$ cat src/rtl/tlk2711_arb_pkg.sv
`default_nettype none
// ============================================================================
// Module      : tlk2711_arb_pkg
// Description : Shared constants for the TLK2711 HP read-port arbiter.
// Revision    : 1.0 - initial release
// ============================================================================
package tlk2711_arb_pkg;

    localparam int c_LEN_W   = 8;
    localparam int c_SIZE_W  = 3;
    localparam int c_BURST_W = 2;
    localparam int c_CACHE_W = 4;
    localparam int c_PROT_W  = 3;
    localparam int c_USER_W  = 4;
    localparam int c_RESP_W  = 2;

    localparam int         c_ST_W     = 2;
    localparam logic [1:0] c_ST_ARB   = 2'd0;
    localparam logic [1:0] c_ST_ISSUE = 2'd1;
    localparam logic [1:0] c_ST_DRAIN = 2'd2;

endpackage
`default_nettype wire

$ cat src/rtl/hp_rr_sel2.sv
`default_nettype none
// ============================================================================
// Module      : hp_rr_sel2
// Description : Two-request round-robin select; ties go to the side that did
//               not win last time.
// Revision    : 1.0 - initial release
// ============================================================================
module hp_rr_sel2 (
    input  logic i_req0,
    input  logic i_req1,
    input  logic i_last_grant,
    output logic o_any,
    output logic o_sel
);

    assign o_any = i_req0 | i_req1;
    assign o_sel = (i_req0 & i_req1) ? ~i_last_grant : i_req1;

endmodule
`default_nettype wire

$ cat src/rtl/tlk2711_hp_rd_arb.sv
`default_nettype none
// ============================================================================
// Module      : tlk2711_hp_rd_arb
// Description : Round-robin AXI4 read arbiter sharing one HP read port
//               between the TLK2711-B (s0) and TLK2711-A (s1) DMA masters.
// Revision    : 1.0 - initial release
// ============================================================================
module tlk2711_hp_rd_arb
    import tlk2711_arb_pkg::*;
#(
    parameter int ADDR_WIDTH = 40,
    parameter int DATA_WIDTH = 128,
    parameter int ID_WIDTH   = 4,
    parameter int MAX_OUT    = 4
) (
    input  logic                  clk,
    input  logic                  arst_n,

    input  logic [ADDR_WIDTH-1:0] s0_araddr,
    input  logic [c_LEN_W-1:0]    s0_arlen,
    input  logic [c_SIZE_W-1:0]   s0_arsize,
    input  logic [c_BURST_W-1:0]  s0_arburst,
    input  logic [c_CACHE_W-1:0]  s0_arcache,
    input  logic [c_PROT_W-1:0]   s0_arprot,
    input  logic [ID_WIDTH-1:0]   s0_arid,
    input  logic [c_USER_W-1:0]   s0_aruser,
    input  logic                  s0_arvalid,
    output logic                  s0_arready,
    output logic [DATA_WIDTH-1:0] s0_rdata,
    output logic [c_RESP_W-1:0]   s0_rresp,
    output logic                  s0_rlast,
    output logic                  s0_rvalid,
    input  logic                  s0_rready,

    input  logic [ADDR_WIDTH-1:0] s1_araddr,
    input  logic [c_LEN_W-1:0]    s1_arlen,
    input  logic [c_SIZE_W-1:0]   s1_arsize,
    input  logic [c_BURST_W-1:0]  s1_arburst,
    input  logic [c_CACHE_W-1:0]  s1_arcache,
    input  logic [c_PROT_W-1:0]   s1_arprot,
    input  logic [ID_WIDTH-1:0]   s1_arid,
    input  logic [c_USER_W-1:0]   s1_aruser,
    input  logic                  s1_arvalid,
    output logic                  s1_arready,
    output logic [DATA_WIDTH-1:0] s1_rdata,
    output logic [c_RESP_W-1:0]   s1_rresp,
    output logic                  s1_rlast,
    output logic                  s1_rvalid,
    input  logic                  s1_rready,

    output logic [ADDR_WIDTH-1:0] m_araddr,
    output logic [c_LEN_W-1:0]    m_arlen,
    output logic [c_SIZE_W-1:0]   m_arsize,
    output logic [c_BURST_W-1:0]  m_arburst,
    output logic [c_CACHE_W-1:0]  m_arcache,
    output logic [c_PROT_W-1:0]   m_arprot,
    output logic [ID_WIDTH-1:0]   m_arid,
    output logic [c_USER_W-1:0]   m_aruser,
    output logic                  m_arvalid,
    input  logic                  m_arready,
    input  logic [DATA_WIDTH-1:0] m_rdata,
    input  logic [c_RESP_W-1:0]   m_rresp,
    input  logic                  m_rlast,
    input  logic                  m_rvalid,
    output logic                  m_rready,

    output logic                  o_owner,
    output logic                  o_busy,
    output logic                  o_err
);

    localparam logic [3:0] c_MAX_OUT = 4'(MAX_OUT);

    logic [c_ST_W-1:0] r_state;
    logic [c_ST_W-1:0] w_state_nxt;
    logic              r_owner;
    logic              r_last_grant;
    logic [3:0]        r_out_cnt;
    logic [3:0]        r_iss_cnt;
    logic              r_err;

    logic              w_any;
    logic              w_sel;
    logic              w_issue;
    logic              w_route;
    logic              w_own_arvalid;
    logic              w_own_rready;
    logic              w_ar_hs;
    logic              w_rl_hs;
    logic [3:0]        w_iss_inc;

    hp_rr_sel2 u_rr_sel (
        .i_req0       (s0_arvalid),
        .i_req1       (s1_arvalid),
        .i_last_grant (r_last_grant),
        .o_any        (w_any),
        .o_sel        (w_sel)
    );

    assign w_issue       = (r_state == c_ST_ISSUE);
    assign w_route       = (r_state != c_ST_ARB);
    assign w_own_arvalid = r_owner ? s1_arvalid : s0_arvalid;
    assign w_own_rready  = r_owner ? s1_rready  : s0_rready;

    // AR payload always follows the owner; it only matters while m_arvalid is high
    assign m_araddr  = r_owner ? s1_araddr  : s0_araddr;
    assign m_arlen   = r_owner ? s1_arlen   : s0_arlen;
    assign m_arsize  = r_owner ? s1_arsize  : s0_arsize;
    assign m_arburst = r_owner ? s1_arburst : s0_arburst;
    assign m_arcache = r_owner ? s1_arcache : s0_arcache;
    assign m_arprot  = r_owner ? s1_arprot  : s0_arprot;
    assign m_arid    = r_owner ? s1_arid    : s0_arid;
    assign m_aruser  = r_owner ? s1_aruser  : s0_aruser;
    assign m_arvalid = w_issue & w_own_arvalid;

    assign s0_arready = w_issue & ~r_owner & m_arready;
    assign s1_arready = w_issue &  r_owner & m_arready;

    // Outside a grant every stray beat is accepted so the HP port never stalls
    assign m_rready  = w_route ? w_own_rready : 1'b1;
    assign s0_rvalid = w_route & ~r_owner & m_rvalid;
    assign s1_rvalid = w_route &  r_owner & m_rvalid;
    assign s0_rdata  = m_rdata;
    assign s0_rresp  = m_rresp;
    assign s0_rlast  = m_rlast;
    assign s1_rdata  = m_rdata;
    assign s1_rresp  = m_rresp;
    assign s1_rlast  = m_rlast;

    assign w_ar_hs   = m_arvalid & m_arready;
    assign w_rl_hs   = m_rvalid & m_rready & m_rlast;
    assign w_iss_inc = r_iss_cnt + 4'd1;

    always_comb begin
        w_state_nxt = r_state;
        case (r_state)
            c_ST_ARB: begin
                if (w_any) w_state_nxt = c_ST_ISSUE;
            end
            c_ST_ISSUE: begin
                if ((w_ar_hs && (w_iss_inc == c_MAX_OUT)) ||
                    (!w_own_arvalid && (r_iss_cnt != 4'd0)))
                    w_state_nxt = c_ST_DRAIN;
            end
            c_ST_DRAIN: begin
                if ((r_out_cnt == 4'd0) || ((r_out_cnt == 4'd1) && w_rl_hs))
                    w_state_nxt = c_ST_ARB;
            end
            default: w_state_nxt = c_ST_ARB;
        endcase
    end

    always_ff @(posedge clk or negedge arst_n) begin
        if (!arst_n) begin
            r_state      <= c_ST_ARB;
            r_owner      <= 1'b0;
            r_last_grant <= 1'b1;
            r_out_cnt    <= 4'd0;
            r_iss_cnt    <= 4'd0;
            r_err        <= 1'b0;
        end else begin
            r_state <= w_state_nxt;

            if ((r_state == c_ST_ARB) && w_any) begin
                r_owner   <= w_sel;
                r_iss_cnt <= 4'd0;
            end else if (w_ar_hs) begin
                r_iss_cnt <= w_iss_inc;
            end

            if ((r_state == c_ST_DRAIN) && (w_state_nxt == c_ST_ARB))
                r_last_grant <= r_owner;

            // Unmatched RLAST flags an error and clamps the counter at zero
            if (w_rl_hs && (r_out_cnt == 4'd0))
                r_err <= 1'b1;

            if (w_ar_hs && !w_rl_hs)
                r_out_cnt <= r_out_cnt + 4'd1;
            else if (!w_ar_hs && w_rl_hs && (r_out_cnt != 4'd0))
                r_out_cnt <= r_out_cnt - 4'd1;
        end
    end

    assign o_owner = r_owner;
    assign o_busy  = (r_state != c_ST_ARB);
    assign o_err   = r_err;

endmodule
`default_nettype wire

$ cat config.mk
export PLATFORM = sky130hd
export DESIGN_NAME = tlk2711_hp_rd_arb
export DESIGN_NICKNAME = d
export VERILOG_FILES = /design/src/rtl/tlk2711_arb_pkg.sv /design/src/rtl/hp_rr_sel2.sv /design/src/rtl/tlk2711_hp_rd_arb.sv
export SDC_FILE = /design/constraint.sdc
export NUM_CORES = 1
export LEC_CHECK = 0
export CORE_AREA = 10 10 229 231
export DETAILED_ROUTE_END_ITERATION = 8
export DIE_AREA = 0 0 239 241
export SETUP_SLACK_MARGIN = 0.02
export SYNTH_ARGS = -nofsm -noshare
export SYNTH_HDL_FRONTEND = slang
export SYNTH_SLANG_ARGS = --single-unit
$ cat constraint.sdc
create_clock -name clk -period 1.7 [get_ports clk]
set_input_delay 0.34 -clock clk [delete_from_list [all_inputs] [get_ports clk]]
set_output_delay 0.34 -clock clk [all_outputs]
set_load 0.005 [all_outputs]
# ---- Yosys cells after proc, flatten, opt, wreduce, memory -nomap -nowiden
# Index checks and enable logic that the tools add are counted.
dict set report word_totals {
  inputBits 275
  ff_bits 13
  out_inout_bits 339
  ram_bits 0
  mem_count 0
  latch_bits 0
  romBits 0
}
dict set report classes {
  n_div 0
  magnitude_cmp 0
  reduce_logical 22
  shift 0
  n_eq_ne 4
  n_mul 0
  add_sub_neg 3
  mux 20
  bitwise_logic 16
}
# operator n
set op_table {}
lappend op_table {{two-way mux 40 bit} 1}
lappend op_table {{two-way mux 4 bit} 7}
lappend op_table {{bitwise AND 1 bit} 13}
lappend op_table {{logical AND 1 bit} 9}
lappend op_table {{adder 4 x 1 -> 4 bit, second input constant} 2}
lappend op_table {{two-way mux 2 bit} 4}
lappend op_table {{two-way mux 8 bit} 1}
lappend op_table {{nonzero test 4 bit} 2}
lappend op_table {{two-way mux 3 bit} 2}
lappend op_table {{one-hot mux 2 bit (3 select lines)} 1}
lappend op_table {{nonzero test 2 bit} 3}
lappend op_table {{== test 4 x 1 -> 1 bit, second input constant} 1}
lappend op_table {{== test 4 x 3 -> 1 bit, second input constant} 1}
lappend op_table {{zero test 2 bit} 2}
lappend op_table {{zero test 4 bit} 1}
lappend op_table {{two-way mux 1 bit} 4}
lappend op_table {{subtractor 4 x 1 -> 4 bit, second input constant} 1}
lappend op_table {{zero test 1 bit} 3}
lappend op_table {{== test 2 x 1 -> 1 bit, second input constant} 1}
lappend op_table {{== test 2 bit, second input constant} 1}
lappend op_table {{logical OR 1 bit} 2}
lappend op_table {{NOT 1 bit} 2}
lappend op_table {{bitwise OR 1 bit} 1}

# ---- Longest topological paths before layout
# Gate-level depths: netlist (run 1).
dict set report depth {
  depth_word 10
  depth_mapped 6
  mapped_depth_nobuf 6
}

# ---- By module
# From an unflattened synthesis (run 1), not the netlist that was laid out.
dict set report unflattened {
  cells_unflattened 434
  hier_area_um2 3674.8
}
# module seq_area_each_um2 instances cells_each area_per_inst_um2
set by_module_without_submodules {}
lappend by_module_without_submodules {tlk2711_hp_rd_arb 326.6 1 432 3661.0}
lappend by_module_without_submodules {hp_rr_sel2 0.0 1 2 13.8}

# ---- Least setup slack after synthesis (run 1)
# OpenSTA, ideal clock, no wires.
dict set report synth_path {
  kind {register to output}
  startpoint {reg r_owner (netlist: o_owner)}
  endpoint {out m_araddr[10]}
  setup_slack_ns -0.001
  arrival_ns 1.361
  path_stages_with_launch 5
  path_buffers 3
  cell_sequence {dfrtp_1 > buf_4 > clkbuf_1 > buf_2 > mux2_2}
}
dict set report synth_between {
  elab_chain_cells 1
}
# item line_no
set synth_rtl {}
lappend synth_rtl {{start: declaration} tlk2711_hp_rd_arb.sv:76} ;# logic r_owner;
lappend synth_rtl {{start signal: assignment} tlk2711_hp_rd_arb.sv:165} ;# r_owner <= w_sel;
lappend synth_rtl {{two-way mux 40 bit} tlk2711_hp_rd_arb.sv:106} ;# assign m_araddr = r_owner ? s1_araddr : s0_araddr;
lappend synth_rtl {{end: declaration} tlk2711_hp_rd_arb.sv:51} ;# output logic [ADDR_WIDTH-1:0] m_araddr,
# No other way between the ends.

# ---- Worst setup path in the final report (run 1)
dict set report layout_path {
  startpoint {reg r_owner (netlist: o_owner)}
  endpoint {out m_araddr[37]}
}
# Same word-level chain as after synthesis.

==> impl_metrics.py, run 1 <==
metrics = {
    "synth": {
        "synth.distinct_cells": 37,
        "synth_edf_count": 0,
        "ys_seq_area_frac": 0.0887,
        "netlist_area_um2": 3680,
        "synth_flop_cell": "dfrtp_1",
        "ys_seq_elements": 13,
        "synthTopCellsByCount": "buf_4, mux2_2, dfrtp_1",
        "syn-instance-count": 436,
        "synth.avg_cell_area_um2": 8.45,
        "yosys.area.top_type_share": 0.536,
        "synth_top_area_cell": "buf_4",
        "ys_warn_count": 0,
        "synthTopCellsByArea": "buf_4, mux2_2, dfrtp_1, ha_1, nand2_1",
        "yosysMostFrequentCell": "buf_4",
        "synth_fp_nets": 718,
        "synthArstFlopShare": 1.00,
    },
    "clocking": {
        "cts_buffers": 3,
        "htreeDepth": 1,
        "cts_tree": "done",
        "clkSinkCount": 13,
        "clk_pin_slew_ns": 0.04,
        "insertion_delay_ns": 0.24,
        "cts_buffer_depth": 2,
        "cts-root-buf": "clkbuf_16",
        "ctsHoldBuffers": 0,
    },
    "global_route": {
        "grt-ovfl-total": 0,
        "use_met1": 0.0369,
        "grt_antenna_before_repair": 6,
        "track_usage": 0.0555,
        "grt_start_max_net_pins": 17,
        "gr-max-usage-layer": "met2",
        "grtUsageMet3": 0.0542,
        "met2_usage": 0.0942,
        "grt_pass1_wl_um": 23000,
        "grt_pass1_vias": 3064,
    },
    "placed_design": {
        "numPlacedInstances": 1027,
        "gp_congestion": 0.963,
        "placed_cell_area_um2": 4900,
        "dp_hpwl_um": 15700,
        "port_buffers": 223,
    },
    "cells_and_area": {
        "drive_gt1_frac": 0.498,
        "area_growth_pct": 45.4,
        "fillers": 5456,
        "final_nets": 731,
        "final_cells": 1068,
        "fin_area_um2": 5350,
        "post-route-util": 0.113,
    },
    "die": {
        "die_w_um": 239,
        "fp-row-count": 80,
        "initial_utilization": 0.0774,
        "coreArea_um2": 47500,
        "die_h_um": 241,
        "die_area_um2": 57600,
        "io_pins": 614,
    },
    "timing": {
        "slew_violations": 0,
        "min_period_ns": 2.05,
        "whs_ns": 0.411,
        "maxSlewHeadroom": 0.737,
        "worstMarginPinSlew_ns": 0.391,
        "fin_crit_sh": 1.20,
        "skew_ns": 0.00168,
        "fin_ws_ns": -0.346,
        "finalHoldViolCount": 0,
        "setup_viol": 84,
        "rsz0062_at_grt": "true",
        "max_freq_mhz": 489,
    },
    "routing": {
        "avgRoutedWirePerCell_um": 17.8,
        "viasPerCell": 2.72,
        "wl_um": 19000,
        "ant_nets": 0,
        "num_vias": 2904,
        "first_pass_iters": 4,
        "drc": 0,
        "drtIter0Drc": 81,
    },
    "critical_path": {
        "crit_path_end_kind": "primary output",
        "r2r-end": "r_state[1]",
        "reg2reg_slack_ns": -0.28,
        "r2r_start": "o_owner",
        "start_kind": "flop",
        "worstPathArrival_ns": 1.71,
        "crit_required_ns": 1.36,
        "r2r_cells": 8,
        "path_class": "reg2out",
        "crit_fanout": 4,
    },
    "outcome": {
        "status": "finished, violations left",
        "violations": "negative setup slack",
    },
    "run": {
        "max_cap_viol_count": 0,
    },
    "power_and_ir_drop": {
        "p_leak_nw": 2.10,
        "p_per_area_nw_per_um2": 1130,
        "ir_drop_mv": 0.331,
    },
    "worst_hold_path": {
        "hp-class": "in2async",
    },
}
==> kinds of logic (layout without fill, tap and decap cells) <==
family / count (synthesis) / in the layout / synth area share
buf+inv: 278 / 290 / 0.554
flops: 13 / 13 / 0.0887
mux: 75 / 75 / 0.229
fa+ha+maj: 7 / 7 / 0.0238
xor+xnor: 6 / 6 / 0.0143
simple gates: 37 / 37 / 0.0523
other cells: 0 / 5 / 0
compound gates: 20 / 20 / 0.0387
==> placed cells by master (no fill, tap or decap), types with 5 or more instances in the layout <==
cell	instances
buf_12	7
buf_2	7
buf_4	22
buf_6	37
clkbuf_16	7
clkbuf_2	49
clkdlybuf4s50_1	145
dfrtp_1	11
diode_2	5
ha_1	7
inv_1	6
mux2_2	59
mux2_4	10
nand2_1	8
==> worst max-delay path by stage <==
stage               slack, ns    startpoint  depth (start not counted)            to
floorplan                0.05  r_out_cnt[1]                          5  r_out_cnt[1]
global placement        -0.31       o_owner                          3  m_araddr[15]
detailed placement      -0.32       o_owner                          3  m_araddr[15]
CTS                     -0.49       o_owner                          4   m_araddr[4]
global route            -0.39       o_owner                          6  m_araddr[37]
finish                  -0.35       o_owner                          6  m_araddr[37]
==> layout make-up <==
class,count,area [um^2],area share
flip-flops and latches,13,330,0.0617
clock buffers,4,78.8,0.0147
inverters,6,22.5,0.00421
well taps,615,769,0.144
multi-input cells,145,1460,0.273
repair buffers,280,2680,0.501
diodes,5,12.5,0.00234
==> metrics by stage <==
step / total power, mW / setup TNS, ns / setup WS [ns]
2_1_floorplan: 2.74 / 0 / 0.0513
3_3_place_gp: 4.50 / -15.90 / -0.310
3_5_place_dp: 4.54 / -16.33 / -0.315
4_1_cts: 5.30 / -27.77 / -0.489
5_1_grt: 6.47 / -21.84 / -0.388
6_report: 6.03 / -18.11 / -0.346
==> report_power, final <==
group	internal (mW)	total (mW)	switching [mW]
combinational	3.12	5.03	1.91
clock	0.316	0.444	0.128
sequential	0.451	0.556	0.105
total	3.89	6.03	2.14
==> routing by layer <==
| layer | share of wire | routed length (um) |
|---|---|---|
| met1 | 0.25 | 4830 |
| met2 | 0.49 | 9360 |
| met3 | 0.21 | 3950 |
| met4 | 0.045 | 849 |
| met5 | 0 | 0 |
==> critical path, stage by stage, from the launching register on <==
cell and delay [ns]:
dfrtp_4 0.49, clkbuf_16 0.17, clkbuf_16 0.15, buf_8 0.13, buf_6 0.11, mux2_4 0.29
buf_6 0.12
==> flip-flops by register name, summed over array words and instances (netlist names) <==
signal	cells
o_err	1
o_owner	1
r_iss_cnt	4
r_last_grant	1
r_out_cnt	4
r_state	2
==> what timing repair did <==
item                       4_1_cts  5_1_grt
cloned                           1        4
resized for setup              104      187
buffers inserted                 8       21
setup endpoints to repair       88       86
pin swaps                        3       13
No activity file was read; power rests on OpenSTA's default activity.
==> inputs of run 2 (changes only) <==
--- a/config.mk
+++ b/config.mk
@@ -8,6 +8,7 @@
 export CORE_AREA = 10 10 229 231
 export DETAILED_ROUTE_END_ITERATION = 8
 export DIE_AREA = 0 0 239 241
+export MAX_ROUTING_LAYER = met4
 export SETUP_SLACK_MARGIN = 0.02
 export SYNTH_ARGS = -nofsm -noshare
 export SYNTH_HDL_FRONTEND = slang
==> impl_metrics.py, run 2 (same netlist as run 1, synthesis figures left out) <==
metrics = {
    "critical_path": {
        "critPathSlowestCell": "dfrtp_4",
        "path_class": "reg2out",
        "crit_buf_inv": 4,
        "crit_path_end_kind": "primary output",
        "r2r_cells": 9,
        "start_kind": "flop",
        "slowest_delay_ns": 0.51,
        "worstPathArrival_ns": 1.65,
        "crit_required_ns": 1.36,
        "cp_num_cells": 5,
        "path_cells": "buf_12 > buf_16 > buf_4 > mux2_4 > buf_6",
        "critPathTopFamily": "buffers and inverters",
        "crit_fanout": 6,
    },
    "routing": {
        "ant_nets": 0,
        "first_pass_iters": 4,
        "wl_um": 20300,
        "drtIter0Drc": 78,
        "avgRoutedWirePerCell_um": 19.0,
        "num_vias": 2943,
        "drc": 0,
        "viasPerCell": 2.75,
    },
    "clocking": {
        "insertion_delay_ns": 0.24,
        "cts-root-buf": "clkbuf_16",
        "cts_tree": "done",
        "cts_buffer_depth": 2,
        "clk_pin_slew_ns": 0.05,
        "clkSinkCount": 13,
        "cts_buffers": 3,
        "htreeDepth": 1,
        "ctsHoldBuffers": 0,
    },
    "cells_and_area": {
        "final_cells": 1069,
        "area_growth_pct": 52.5,
        "layout_commonest_cell": "clkdlybuf4s50_1",
        "drive_gt1_frac": 0.500,
        "final_nets": 733,
        "layout_common_cells": "clkdlybuf4s50_1, buf_6, mux2_2, buf_4, buf_2",
        "biggestRegsByFlops": "r_iss_cnt: 4 flops, r_out_cnt: 4 flops, r_state: 2 flops",
        "post-route-util": 0.118,
        "fin_area_um2": 5620,
    },
    "power_and_ir_drop": {
        "p_leak_nw": 2.20,
        "power.total_mw": 6.72,
        "p_per_area_nw_per_um2": 1200,
        "ir_drop_mv": 0.434,
    },
    "timing": {
        "fin_crit_sh": 1.17,
        "min_period_ns": 1.99,
        "max_freq_mhz": 501,
        "skew_ns": 0.00537,
        "finalHoldViolCount": 0,
        "fin_ws_ns": -0.295,
        "worstMarginPinSlew_ns": 0.369,
        "rsz0062_at_grt": "true",
        "maxSlewHeadroom": 0.754,
        "setup_viol": 84,
        "slew_violations": 0,
    },
    "placed_design": {
        "dp_hpwl_um": 15400,
        "numPlacedInstances": 1022,
        "placed_cell_area_um2": 4850,
        "port_buffers": 223,
        "gp_congestion": 0.979,
    },
    "die": {
        "initial_utilization": 0.0774,
        "die_area_um2": 57600,
        "coreArea_um2": 47500,
        "die_h_um": 241,
        "fp-row-count": 80,
        "die_w_um": 239,
        "io_pins": 614,
    },
    "outcome": {
        "violations": "negative setup slack",
        "status": "finished, violations left",
    },
    "global_route": {
        "grt-ovfl-total": 0,
        "grt_pass1_vias": 3226,
        "track_usage": 0.0637,
        "grt_pass1_wl_um": 25400,
        "grt_antenna_before_repair": 6,
        "grt_start_max_net_pins": 14,
    },
    "run": {
        "max_cap_viol_count": 0,
    },
    "worst_hold_path": {
        "hp-class": "in2async",
    },
}
run 2: cell count changes in the layout (fill, tap and decap cells not counted), sizes merged:
| cell | delta |
|---|---|
| buf | +52 |
| bufbuf | +1 |
| clkbuf | -51 |
| clkinv | +1 |
| diode | -1 |
| dlymetal6s2s | -1 |
run 2: path summary, 6_finish.rpt:
path,startpoint,to,slack (ns)
worst max register to register,o_owner,r_out_cnt[1],-0.29
min in group clk,o_err,o_err,0.46
worst min-delay path,arst_n,r_out_cnt[1],0.41
max in group asynchronous,arst_n,r_last_grant,1.05
worst min register to register,o_err,o_err,0.46
worst max-delay path,o_owner,m_arlen[7],-0.29
run 2: layout make-up:
class                      instances  area (um^2)
antenna                            4         10.0
clock buffer                       3         75.1
clock inverter                     1         5.00
fill                            5406        41900
inverter                           6         22.5
multi-input combinational        145         1450
sequential                        13          330
tap                              615          769
timing repair buffer             282         2950
run 2: per-layer routing:
| layer | GRT usage | up-vias | part of all wire |
|---|---|---|---|
| met5 | - | - | 0 |
| met4 | 0.0322 | 0 | 0.035 |
| met3 | 0.0585 | 61 | 0.20 |
| met2 | 0.110 | 438 | 0.52 |
| met1 | 0.0414 | 1245 | 0.25 |
| li1 | - | 1199 | - |
run 2: worst register-to-register path, stage by stage (launching register included):
cell and delay (ns):
dfrtp_4 0.51, buf_12 0.16, buf_16 0.14, buf_6 0.12, mux2i_4 0.19, a21oi_4 0.09
buf_12 0.15, buf_12 0.13, a21o_1 0.15, a32o_1 0.25
run 2: stage by stage:
stage                     TNS, ns  worst slack, ns  hold slack (ns)
after detailed placement   -16.71           -0.308            0.456
after global routing       -18.16           -0.354            0.447
after CTS                  -16.36           -0.297            0.414
final                      -14.68           -0.295            0.410
after global placement     -15.56           -0.296            0.454
after floorplan                 0           0.0513           0.0444
run 2: report_power, final:
part | switching [mW] | leakage, nW | internal, mW
Sequential | 0.120 | 0.159 | 0.452
Combinational | 2.11 | 2.00 | 3.59
Clock | 0.132 | 0.0409 | 0.313
Total | 2.37 | 2.20 | 4.36
run 2: what timing repair did:
action,4_1_cts,5_1_grt
pin swaps,8,3
resized for setup,363,50
hold endpoints to repair,0,0
gates cloned,8,1
buffers inserted,26,8
endpoints found under the setup margin,87,87
==> inputs of run 3 (changes only) <==
--- a/config.mk
+++ b/config.mk
@@ -8,6 +8,7 @@
 export CORE_AREA = 10 10 229 231
 export DETAILED_ROUTE_END_ITERATION = 8
 export DIE_AREA = 0 0 239 241
+export GPL_ROUTABILITY_DRIVEN = 1
 export MAX_ROUTING_LAYER = met4
 export SETUP_SLACK_MARGIN = 0.02
 export SYNTH_ARGS = -nofsm -noshare
==> results of run 3 <==
Same layout as run 2: the final DEF is identical, and so are final timing and power.
